<file path="src/rtl/calc_pkg.sv">
`default_nettype none
// ============================================================================
// Module   : calc_pkg
// Purpose  : Shared key codes, operator and state encodings, and key
//            classification helpers for the calculator entry sequencer.
// Contents : KEY_* key code constants, calc_op_t (2-bit operator),
//            calc_state_t (3-bit sequencer state), is_digit/is_operator,
//            key_to_op.
// Revision : 1.0 - initial release
// ============================================================================
package calc_pkg;

    localparam logic [3:0] KEY_ADD = 4'hA;
    localparam logic [3:0] KEY_SUB = 4'hB;
    localparam logic [3:0] KEY_MUL = 4'hC;
    localparam logic [3:0] KEY_CLR = 4'hD;
    localparam logic [3:0] KEY_EQ  = 4'hE;
    localparam logic [3:0] KEY_BS  = 4'hF;

    typedef enum logic [1:0] {
        OP_ADD = 2'd0,
        OP_SUB = 2'd1,
        OP_MUL = 2'd2
    } calc_op_t;

    typedef enum logic [2:0] {
        ST_ENTER_A = 3'd0,
        ST_ENTER_B = 3'd1,
        ST_WAIT    = 3'd2,
        ST_RESULT  = 3'd3,
        ST_ERROR   = 3'd4
    } calc_state_t;

    function automatic logic is_digit(input logic [3:0] code);
        return (code <= 4'd9);
    endfunction

    function automatic logic is_operator(input logic [3:0] code);
        return (code == KEY_ADD) || (code == KEY_SUB) || (code == KEY_MUL);
    endfunction

    // Non-operator codes map to add; callers only use this on operator keys.
    function automatic calc_op_t key_to_op(input logic [3:0] code);
        calc_op_t op;
        case (code)
            KEY_SUB: op = OP_SUB;
            KEY_MUL: op = OP_MUL;
            default: op = OP_ADD;
        endcase
        return op;
    endfunction

endpackage
`default_nettype wire

</file>
<file path="src/rtl/bcd_entry_reg.sv">
`default_nettype none
// ============================================================================
// Module   : bcd_entry_reg
// Purpose  : One BCD operand being typed in: a nibble shift register plus a
//            digit counter running 0..DIGITS.
// Ports    : clk, rst        - clock, asynchronous active-high reset
//            i_clear         - zero value and count (may combine with push)
//            i_load          - load i_load_value, count becomes DIGITS
//            i_push/i_digit  - shift left and insert digit in low nibble
//            i_pop           - shift right, drop the low digit
//            o_value/o_count - current operand and number of digits held
// Revision : 1.0 - initial release
// ============================================================================
module bcd_entry_reg #(
    parameter int DIGITS = 4
) (
    input  logic                         clk,
    input  logic                         rst,
    input  logic                         i_clear,
    input  logic                         i_load,
    input  logic [4*DIGITS-1:0]          i_load_value,
    input  logic                         i_push,
    input  logic [3:0]                   i_digit,
    input  logic                         i_pop,
    output logic [4*DIGITS-1:0]          o_value,
    output logic [$clog2(DIGITS+1)-1:0]  o_count
);

    localparam int c_val_w = 4 * DIGITS;
    localparam int c_cnt_w = $clog2(DIGITS + 1);
    localparam logic [c_cnt_w-1:0] c_full = c_cnt_w'(DIGITS);

    logic [c_val_w-1:0] r_value;
    logic [c_val_w-1:0] w_base_val;
    logic [c_val_w-1:0] w_value_nxt;
    logic [c_cnt_w-1:0] r_count;
    logic [c_cnt_w-1:0] w_base_cnt;
    logic [c_cnt_w-1:0] w_count_nxt;

    // Clear is applied first so that "clear and push" starts a fresh operand
    // holding just the new digit in a single cycle.
    always_comb begin
        w_base_val  = i_clear ? '0 : r_value;
        w_base_cnt  = i_clear ? '0 : r_count;
        w_value_nxt = w_base_val;
        w_count_nxt = w_base_cnt;
        if (i_load) begin
            w_value_nxt = i_load_value;
            w_count_nxt = c_full;
        end else if (i_push) begin
            // Full operand ignores the digit; a leading zero is not counted.
            if ((w_base_cnt != c_full) &&
                !((w_base_cnt == '0) && (i_digit == 4'd0))) begin
                w_value_nxt = (w_base_val << 4) | c_val_w'(i_digit);
                w_count_nxt = w_base_cnt + c_cnt_w'(1);
            end
        end else if (i_pop) begin
            if (w_base_cnt != '0) begin
                w_value_nxt = w_base_val >> 4;
                w_count_nxt = w_base_cnt - c_cnt_w'(1);
            end
        end
    end

    always_ff @(posedge clk or posedge rst) begin
        if (rst) begin
            r_value <= '0;
            r_count <= '0;
        end else begin
            r_value <= w_value_nxt;
            r_count <= w_count_nxt;
        end
    end

    assign o_value = r_value;
    assign o_count = r_count;

endmodule
`default_nettype wire

</file>
<file path="src/rtl/calc_entry_sequencer.sv">
`default_nettype none
// ============================================================================
// Module   : calc_entry_sequencer
// Purpose  : Turns keypad strobes into two BCD operands and an operator,
//            runs a req/ack transaction with the arithmetic unit, and holds
//            the value shown on the display.
// Ports    : clock, reset              - clock, asynchronous active-high reset
//            key_valid, key_code       - one-cycle key strobe and hex code
//            alu_req, alu_op           - compute request and operator
//            alu_a, alu_b              - BCD operands, stable while alu_req
//            alu_ack, alu_result,
//            alu_err                   - completion pulse, result, error flag
//            disp_value, disp_err      - display value and error indicator
//            busy                      - waiting on the arithmetic unit
// Revision : 1.0 - initial release
// ============================================================================
module calc_entry_sequencer #(
    parameter int DIGITS = 4
) (
    input  logic                  clock,
    input  logic                  reset,
    input  logic                  key_valid,
    input  logic [3:0]            key_code,
    output logic                  alu_req,
    output logic [1:0]            alu_op,
    output logic [4*DIGITS-1:0]   alu_a,
    output logic [4*DIGITS-1:0]   alu_b,
    input  logic                  alu_ack,
    input  logic [4*DIGITS-1:0]   alu_result,
    input  logic                  alu_err,
    output logic [4*DIGITS-1:0]   disp_value,
    output logic                  disp_err,
    output logic                  busy
);

    import calc_pkg::*;

    localparam int c_val_w = 4 * DIGITS;
    localparam int c_cnt_w = $clog2(DIGITS + 1);

    calc_state_t        r_state, w_state_nxt;
    calc_op_t           r_op, w_op_nxt;
    calc_op_t           r_pend_op, w_pend_nxt;
    logic               r_chain, w_chain_nxt;
    logic [c_val_w-1:0] r_result, w_result_nxt;
    logic [c_val_w-1:0] r_disp_last, w_disp;

    logic [c_val_w-1:0] w_a_val, w_b_val, w_a_load_value;
    logic [c_cnt_w-1:0] w_b_cnt;
    // A's digit count only matters inside its entry register.
    logic [c_cnt_w-1:0] w_a_cnt_unused;

    logic w_is_digit, w_is_op, w_is_eq, w_is_bs, w_clr, w_chain_ld;
    logic w_a_clear, w_a_load, w_a_push, w_a_pop;
    logic w_b_clear, w_b_push, w_b_pop;

    // Keys are dead while waiting on the ALU, including the ack cycle.
    assign w_is_digit = key_valid && is_digit(key_code) && (r_state != ST_WAIT);
    assign w_is_op    = key_valid && is_operator(key_code) && (r_state != ST_WAIT);
    assign w_is_eq    = key_valid && (key_code == KEY_EQ) && (r_state != ST_WAIT);
    assign w_is_bs    = key_valid && (key_code == KEY_BS) && (r_state != ST_WAIT);
    assign w_clr      = key_valid && (key_code == KEY_CLR) && (r_state != ST_WAIT);
    assign w_chain_ld = (r_state == ST_WAIT) && alu_ack && !alu_err && r_chain;

    // Operand A edit controls
    assign w_a_clear = w_clr || ((r_state == ST_RESULT) && w_is_digit);
    assign w_a_push  = w_is_digit && ((r_state == ST_ENTER_A) || (r_state == ST_RESULT));
    assign w_a_pop   = w_is_bs && (r_state == ST_ENTER_A);
    assign w_a_load  = w_chain_ld || ((r_state == ST_RESULT) && w_is_op);
    assign w_a_load_value = (r_state == ST_WAIT) ? alu_result : r_result;

    // Operand B is emptied whenever a fresh B is about to be typed.
    assign w_b_clear = w_clr || w_chain_ld ||
                       (((r_state == ST_ENTER_A) || (r_state == ST_RESULT)) && w_is_op);
    assign w_b_push  = w_is_digit && (r_state == ST_ENTER_B);
    assign w_b_pop   = w_is_bs && (r_state == ST_ENTER_B);

    bcd_entry_reg #(.DIGITS(DIGITS)) u_entry_a (
        .clk          (clock),
        .rst          (reset),
        .i_clear      (w_a_clear),
        .i_load       (w_a_load),
        .i_load_value (w_a_load_value),
        .i_push       (w_a_push),
        .i_digit      (key_code),
        .i_pop        (w_a_pop),
        .o_value      (w_a_val),
        .o_count      (w_a_cnt_unused)
    );

    bcd_entry_reg #(.DIGITS(DIGITS)) u_entry_b (
        .clk          (clock),
        .rst          (reset),
        .i_clear      (w_b_clear),
        .i_load       (1'b0),
        .i_load_value ('0),
        .i_push       (w_b_push),
        .i_digit      (key_code),
        .i_pop        (w_b_pop),
        .o_value      (w_b_val),
        .o_count      (w_b_cnt)
    );

    always_comb begin
        w_state_nxt  = r_state;
        w_op_nxt     = r_op;
        w_pend_nxt   = r_pend_op;
        w_chain_nxt  = r_chain;
        w_result_nxt = r_result;
        if (r_state == ST_WAIT) begin
            if (alu_ack) begin
                if (alu_err) begin
                    w_state_nxt = ST_ERROR;
                end else begin
                    w_result_nxt = alu_result;
                    if (r_chain) begin
                        w_state_nxt = ST_ENTER_B;
                        w_op_nxt    = r_pend_op;
                    end else begin
                        w_state_nxt = ST_RESULT;
                    end
                end
            end
        end else if (w_clr) begin
            w_state_nxt  = ST_ENTER_A;
            w_result_nxt = '0;
        end else begin
            case (r_state)
                ST_ENTER_A: begin
                    if (w_is_op) begin
                        w_op_nxt    = key_to_op(key_code);
                        w_state_nxt = ST_ENTER_B;
                    end
                end
                ST_ENTER_B: begin
                    if (w_is_op) begin
                        if (w_b_cnt == '0) begin
                            w_op_nxt = key_to_op(key_code);
                        end else begin
                            // Operator after a complete B: compute now, keep
                            // the new operator for the follow-on operand.
                            w_pend_nxt  = key_to_op(key_code);
                            w_chain_nxt = 1'b1;
                            w_state_nxt = ST_WAIT;
                        end
                    end else if (w_is_eq && (w_b_cnt != '0)) begin
                        w_chain_nxt = 1'b0;
                        w_state_nxt = ST_WAIT;
                    end
                end
                ST_RESULT: begin
                    if (w_is_digit) begin
                        w_state_nxt = ST_ENTER_A;
                    end else if (w_is_op) begin
                        w_op_nxt    = key_to_op(key_code);
                        w_state_nxt = ST_ENTER_B;
                    end
                end
                default: ;
            endcase
        end
    end

    // WAIT falls through to the last shown value so the display freezes.
    always_comb begin
        case (r_state)
            ST_ENTER_A: w_disp = w_a_val;
            ST_ENTER_B: w_disp = (w_b_cnt != '0) ? w_b_val : w_a_val;
            ST_RESULT:  w_disp = r_result;
            ST_ERROR:   w_disp = '0;
            default:    w_disp = r_disp_last;
        endcase
    end

    always_ff @(posedge clock or posedge reset) begin
        if (reset) begin
            r_state     <= ST_ENTER_A;
            r_op        <= OP_ADD;
            r_pend_op   <= OP_ADD;
            r_chain     <= 1'b0;
            r_result    <= '0;
            r_disp_last <= '0;
        end else begin
            r_state     <= w_state_nxt;
            r_op        <= w_op_nxt;
            r_pend_op   <= w_pend_nxt;
            r_chain     <= w_chain_nxt;
            r_result    <= w_result_nxt;
            r_disp_last <= w_disp;
        end
    end

    assign alu_req    = (r_state == ST_WAIT);
    assign busy       = (r_state == ST_WAIT);
    assign alu_op     = r_op;
    assign alu_a      = w_a_val;
    assign alu_b      = w_b_val;
    assign disp_value = w_disp;
    assign disp_err   = (r_state == ST_ERROR);

endmodule
`default_nettype wire

</file>
<file path="config.mk">
export PLATFORM = sky130hd
export DESIGN_NAME = calc_entry_sequencer
export DESIGN_NICKNAME = d
export VERILOG_FILES = /design/src/rtl/calc_pkg.sv /design/src/rtl/bcd_entry_reg.sv /design/src/rtl/calc_entry_sequencer.sv
export SDC_FILE = /design/constraint.sdc
export NUM_CORES = 1
export LEC_CHECK = 0
export CAP_MARGIN = 30
export CORE_ASPECT_RATIO = 1.5
export CORE_MARGIN = 1.5
export CORE_UTILIZATION = 35
export CTS_CLUSTER_DIAMETER = 30
export DETAILED_ROUTE_END_ITERATION = 10
export DONT_BUFFER_PORTS = 1
export PLACE_DENSITY = 0.54
export SLEW_MARGIN = 10
export SYNTH_ARGS = -nofsm -noshare
export SYNTH_HDL_FRONTEND = slang
export SYNTH_SLANG_ARGS = --single-unit
export TNS_END_PERCENT = 5
</file>
<file path="constraint.sdc">
create_clock -name clock -period 3.5 [get_ports clock]
set_clock_uncertainty 0.05 [all_clocks]
set_input_delay 0.7 -clock clock [delete_from_list [all_inputs] [get_ports clock]]
set_output_delay 0.7 -clock clock [all_outputs]
set_load 0.01 [all_outputs]
</file>
Yosys cells after proc, flatten, opt, wreduce, memory -nomap -nowiden:

Index checks and enable logic that the tools add are counted.

* output and inout bits: 53
* register bits: 78
* input port bits: 25

* add/subtract/negate cells: 4
* reductions and logical operators: 52
* eq/ne operators: 23
* muxes and demuxes: 54
* magnitude comparators: 1
* bitwise logic cells: 5

Operator list (number)
* 16-bit 2-to-1 mux: 17
* 16-bit one-hot mux with 4 select lines: 1
* 3-bit 2-to-1 mux: 20
* 16-bit by 4-bit bitwise OR with 16-bit output: 2
* 1-bit logical AND: 25
* 4-bit equality test (second input constant): 6
* 2-bit 2-to-1 mux: 10
* 3-bit zero test: 4
* 3-bit inequality test (second input constant): 4
* 5-bit AND reduction: 2
* 3-bit one-hot mux with 3 select lines: 1
* 3-bit nonzero test: 3
* 8-bit AND reduction: 1
* 1-bit logical OR: 7
* 3-bit by 1-bit adder with 3-bit output (second input constant): 2
* 3-bit by 2-bit equality test with 1-bit output (second input constant): 2
* 2-bit inequality test (second input constant): 3
* 3-bit by 2-bit inequality test with 1-bit output (second input constant): 2
* 2-bit one-hot mux with 3 select lines: 1
* 3-bit by 1-bit subtractor with 3-bit output (second input constant): 2
* 5-bit by 4-bit inequality test with 1-bit output (second input constant): 1
* 5-bit inequality test (second input constant): 1
* 5-bit nonzero test: 1
* 4-bit <= comparator (second input constant): 1
* 12 further kinds: 20

Longest topological paths before layout:

* word-level depth: 14
* mapped depth: 14
* depth with buffers taken out: 10

Hierarchy:

Synthesis repeated with hierarchy kept, for this count alone.

* cell total of the unflattened synthesis: 550
* area total of the unflattened synthesis: 5092.4 sq um

Modules (own cells, without submodules)
* bcd_entry_reg: sequential area each 475.5 sq um, area an instance 1296.2 sq um, cells each 132, instances 2
* calc_entry_sequencer: sequential area each 1001.0 sq um, area an instance 2499.9 sq um, cells each 286, instances 1

Least setup slack after synthesis:

OpenSTA, ideal clock, no wires.

* kind: input -> register
* from: input port key_code[0]
* to: register u_entry_b.r_value[6], in the netlist u_entry_b.o_value[6]
* setup time: 0.136 ns
* stages: 13
* arrival time: 3.445 ns
* path slack: -0.131 ns
* cells stage by stage: buf_6 > or3b_4 > a2111oi_4 > o31ai_2 > buf_2 > nand2_1 > ha_1 > clkbuf_1 > o21a_1 > clkbuf_1 > mux2_2 > o21ai_0 > a21oi_1

* word-level cells in the longest chain between the ends: 14

RTL lines
* start: declaration: RTL line calc_entry_sequencer.sv:23 `input logic [3:0] key_code,`
* 4-bit equality test: RTL line calc_pkg.sv:39 `return (code == KEY_ADD) || (code == KEY_SUB) || (code == KEY_MUL);`
* 1-bit logical OR (2 in series): RTL line calc_pkg.sv:39
* 1-bit logical AND (2 in series): RTL line calc_entry_sequencer.sv:59 `assign w_is_op = key_valid && is_operator(key_code) && (r_state != ST_WAIT);`
* 1-bit logical AND: RTL line calc_entry_sequencer.sv:74 `(((r_state == ST_ENTER_A) || (r_state == ST_RESULT)) && w_is_op);`
* 1-bit logical OR: RTL line calc_entry_sequencer.sv:73 `assign w_b_clear = w_clr || w_chain_ld ||`
* 3-bit 2-to-1 mux: RTL line bcd_entry_reg.sv:44 `w_base_cnt = i_clear ? '0 : r_count;`
* 3-bit zero test: RTL line bcd_entry_reg.sv:53 `!((w_base_cnt == '0) && (i_digit == 4'd0))) begin`
* 1-bit logical AND: RTL line bcd_entry_reg.sv:53
* 1-bit zero test: RTL line bcd_entry_reg.sv:53
* 1-bit logical AND: RTL line bcd_entry_reg.sv:52 `if ((w_base_cnt != c_full) &&`
* 16-bit 2-to-1 mux: RTL line bcd_entry_reg.sv:52
* 16-bit 2-to-1 mux (*): RTL line bcd_entry_reg.sv:50 `end else if (i_push) begin`
* named net u_entry_b.w_value_nxt[6]: RTL line bcd_entry_reg.sv:35 `logic [c_val_w-1:0] w_value_nxt;`
* end signal: assignment: RTL line bcd_entry_reg.sv:70 `r_value <= w_value_nxt;`
* end: declaration: RTL line bcd_entry_reg.sv:33 `logic [c_val_w-1:0] r_value;`

The timed path passes the listed nets; every way through them passes the cells marked *.
A chain may end at the register's enable or synchronous reset.

Final worst setup path:

* from: register r_state[2]
* to: register u_entry_b.r_value[2], in the netlist u_entry_b.o_value[2]

* word-level cells in the longest chain between the ends: 13

RTL lines
* start: declaration: RTL line calc_entry_sequencer.sv:41 `calc_state_t r_state, w_state_nxt;`
* start signal: assignment: RTL line calc_entry_sequencer.sv:184 `r_state <= w_state_nxt;`
* 3-bit by 2-bit equality test with 1-bit output: RTL line calc_entry_sequencer.sv:63 `assign w_chain_ld = (r_state == ST_WAIT) && alu_ack && !alu_err && r_chain;`
* 1-bit logical AND (3 in series): RTL line calc_entry_sequencer.sv:63
* 1-bit logical OR (2 in series): RTL line calc_entry_sequencer.sv:73
* 3-bit 2-to-1 mux: RTL line bcd_entry_reg.sv:44
* 3-bit zero test: RTL line bcd_entry_reg.sv:53
* 1-bit logical AND: RTL line bcd_entry_reg.sv:53
* 1-bit zero test: RTL line bcd_entry_reg.sv:53
* 1-bit logical AND: RTL line bcd_entry_reg.sv:52
* 16-bit 2-to-1 mux: RTL line bcd_entry_reg.sv:52
* 16-bit 2-to-1 mux (*): RTL line bcd_entry_reg.sv:50
* named net u_entry_b.w_value_nxt[2]: RTL line bcd_entry_reg.sv:35

Marks and branches as above.

==> metrics <==
GRT Total Usage 20.7%; Placer Congestion ~0.90; ys flop type dfrtp_1; Async S/R FF share, synth 100%; Max Cap Violations 0; Cell Area, Synth 4920 um2; Critical-path top delay cell a21boi_2; detail-routed via count per cell 6.13; CTS Root Cell clkbuf_16; final wirelength around 15 mm; leading area contributor after synthesis dfrtp_1; RR Startpoint r_state[2]$_DFFE_PP0P_; total grt overflow 0; Resized cells post-CTS 0; most common cell after layout, fill and taps aside dfrtp_1; die height 148 um; worst-skew pair later-pin latency 0.34 ns; Post-synth EDFFs 0; Reg2Reg Depth 9; Post-Syn Nets 555; initial core utilization 36.2%; Pint 2640 uW; final setup vio count 0; post-CTS setup buffer count 0; status finished clean; CP arrival 3.30 ns; P_sw 2120 uW; Slew Limit Headroom 36.3%; fin crit share 89.6%; top cell type's share of synthesized area 39.7%; first-pass GRT wire length 23.9 mm; CTS clock-pin slew for the worst setup and hold paths 0.06 ns; Final Hold Viols 0; Post-route DRC 0; Setup CP Type reg2reg; minimum clock period 3.13 ns; Sw Ratio between 40% and 50%; Comb power frac a little over two fifths; HPWL after DPL 10.7 mm; total negative slack 0 ns; Synth Warn # 0; register bit total from synthesis 78; IO Pins between 70 and 80; sequential share of the synthesized area between 30% and 40%; CP Launch Point r_state[2]$_DFFE_PP0P_; max-slew violation count 0; first drt pass iteration count 4; clock sink total 78; CP most frequent cell nand2_1; initial antenna violation count 0; Max VDD drop 0.321 mV; CTS tree yes; antenna diode count 0; Gate Count Post-Synth between 500 and 600; Crit Path Max Fanout 16; commonest non-fill, non-tap cells in the layout dfrtp_1 (78), nand2_1 (76), mux2i_1 (59), o21ai_0 (46), a21oi_1 (36); Worst Path Required around 3.7 ns; Power Density 886 nW/um2; Clk pwr share 21.4%; Cell Rows 52; dpl ws between 0.1 and 0.15 ns; IO buf count 0; total number of vias 4152; Cell Chain, Critical Path or3b_1, inv_2, nand2_1, o31ai_2, nand2_1, ha_1, a21boi_2, o22ai_1, a221o_1; CP Launch Type flop; Least-Margin Pin Slew 0.949 ns; Synth area leaders dfrtp_1 (40%), mux2i_1 (12%), nand2_1 (5.8%); register share of total power between 30% and 40%; ANT nets after route 0; H-tree depth 3; DR iter-0 viols 263; Layout Nets 541; Hold Crit Class in2async; fin util about two fifths; clk buf depth 2; Mean Syn Cell Area 9.36 um2; R2R Setup Slk between 0.3 and 0.4 ns; unrepaired setup endpoints after global routing false; capture point of the worst reg-to-reg path u_entry_b.o_value[2]$_DFF_PP0_; area grow syn2layout 9.25%; library cells used by synthesis 62; vias in the first global route 4203; routed len/inst 21.9 um; crit path capture type flop; # hold bufs at CTS 0; Die W 99.8 um; share of cells above drive strength 1 11.5%; Die Area 14800 um2; Core Area 13600 um2; largest net degree at the start of global routing 61; Critical Path Max Stage Delay between 0.7 and 0.8 ns; TritonCTS Buffers 9; Leak 0.00227 uW; FMAX about 0.32 GHz; final setup margin 0.366 ns
-- worst max-delay path, delay by kind of cell (launching register included) --
| family | cells | cell delay [ns] |
|---|---|---|
| buf+inv | 1 | 0.10 |
| flops | 1 | 0.45 |
| fa+ha+maj | 1 | 0.35 |
| compound gates | 4 | 1.37 |
| simple gates | 3 | 0.69 |
-- worst max-delay path by stage --
| stage | to | slack, ns | cells after the start |
|---|---|---|---|
| after detailed placement | u_entry_b.o_value[4]$_DFF_PP0_ | 0.13 | 9 |
| after global routing | u_entry_b.o_value[1]$_DFF_PP0_ | 0.17 | 9 |
| final | u_entry_b.o_value[2]$_DFF_PP0_ | 0.37 | 9 |
| after CTS | u_entry_b.o_value[1]$_DFF_PP0_ | 0.37 | 9 |
| after global placement | u_entry_b.o_value[4]$_DFF_PP0_ | 0.22 | 9 |
| after floorplan | u_entry_b.o_value[6]$_DFF_PP0_ | 0.09 | 13 |
-- cells in the mapped netlist (all sizes together), types with 5 or more instances --
library cell	count
a21boi	11
a21oi	37
a221o	15
a221oi	16
a22o	6
buf	18
clkbuf	24
dfrtp	78
inv	8
mux2	11
mux2i	59
nand2	76
nand2b	6
nand3	9
nor2	14
nor3	6
nor4	5
o21ai	48
o22ai	18
-- cells by family (layout without fill, tap and decap cells) --
family / after synthesis / in the layout / synth area share (%)
AOI/OAI and AO/OA: 179 / 179 / 25.1
buffers and inverters: 50 / 39 / 4.60
muxes: 70 / 70 / 14.5
adders and majority gates: 4 / 4 / 1.02
xor gates and xnor gates: 2 / 2 / 0.356
DFF: 78 / 78 / 39.7
and+or+nand+nor: 143 / 143 / 14.8
-- metal layers --
layer	share of wire, %	vias to the layer above	GRT usage (%)
met5	0	-	0
met4	1.7	0	6.55
met3	6.0	15	4.79
met2	48	109	32.6
met1	44	2087	28.1
li1	-	1941	-
-- metrics by stage --
stage	instances	area (um2)	hold WS, ns	total power (uW)
after floorplan	526	4920	0.417	3170
after global placement	663	5070	0.432	3720
after detailed placement	663	5070	0.442	3760
after CTS	677	5380	0.296	4780
after global routing	677	5380	0.332	5100
final	677	5380	0.276	4760
-- power by group through the flow --
| stage | sequential, uW | combinational, uW | clock [uW] |
|---|---|---|---|
| 2_1_floorplan | 1570 | 1600 | 0 |
| 3_3_place_gp | 1750 | 1970 | 0 |
| 3_5_place_dp | 1760 | 2010 | 0 |
| 4_1_cts | 1740 | 2010 | 1030 |
| 5_1_grt | 1800 | 2230 | 1070 |
| 6_report | 1750 | 2000 | 1020 |
-- sequential cells by signal (all words and copies together) (netlist names) --
signal / flops
alu_op: 2
r_chain: 1
r_disp_last: 16
u_entry_a.o_count: 3
u_entry_b.o_value: 16
r_pend_op: 2
r_state: 3
u_entry_b.o_count: 3
r_result: 16
u_entry_a.o_value: 16
-- area by class of cell --
class	count	area, um2
Sequential cell	78	1950
Multi-Input combinational cell	398	2750
Tap cell	162	203
Timing Repair Buffer	17	128
Clock buffer	10	239
Fill cell	1350	8220
Inverter	8	31.3
Clock inverter	4	72.6
Power figures use the tool's default switching activity.
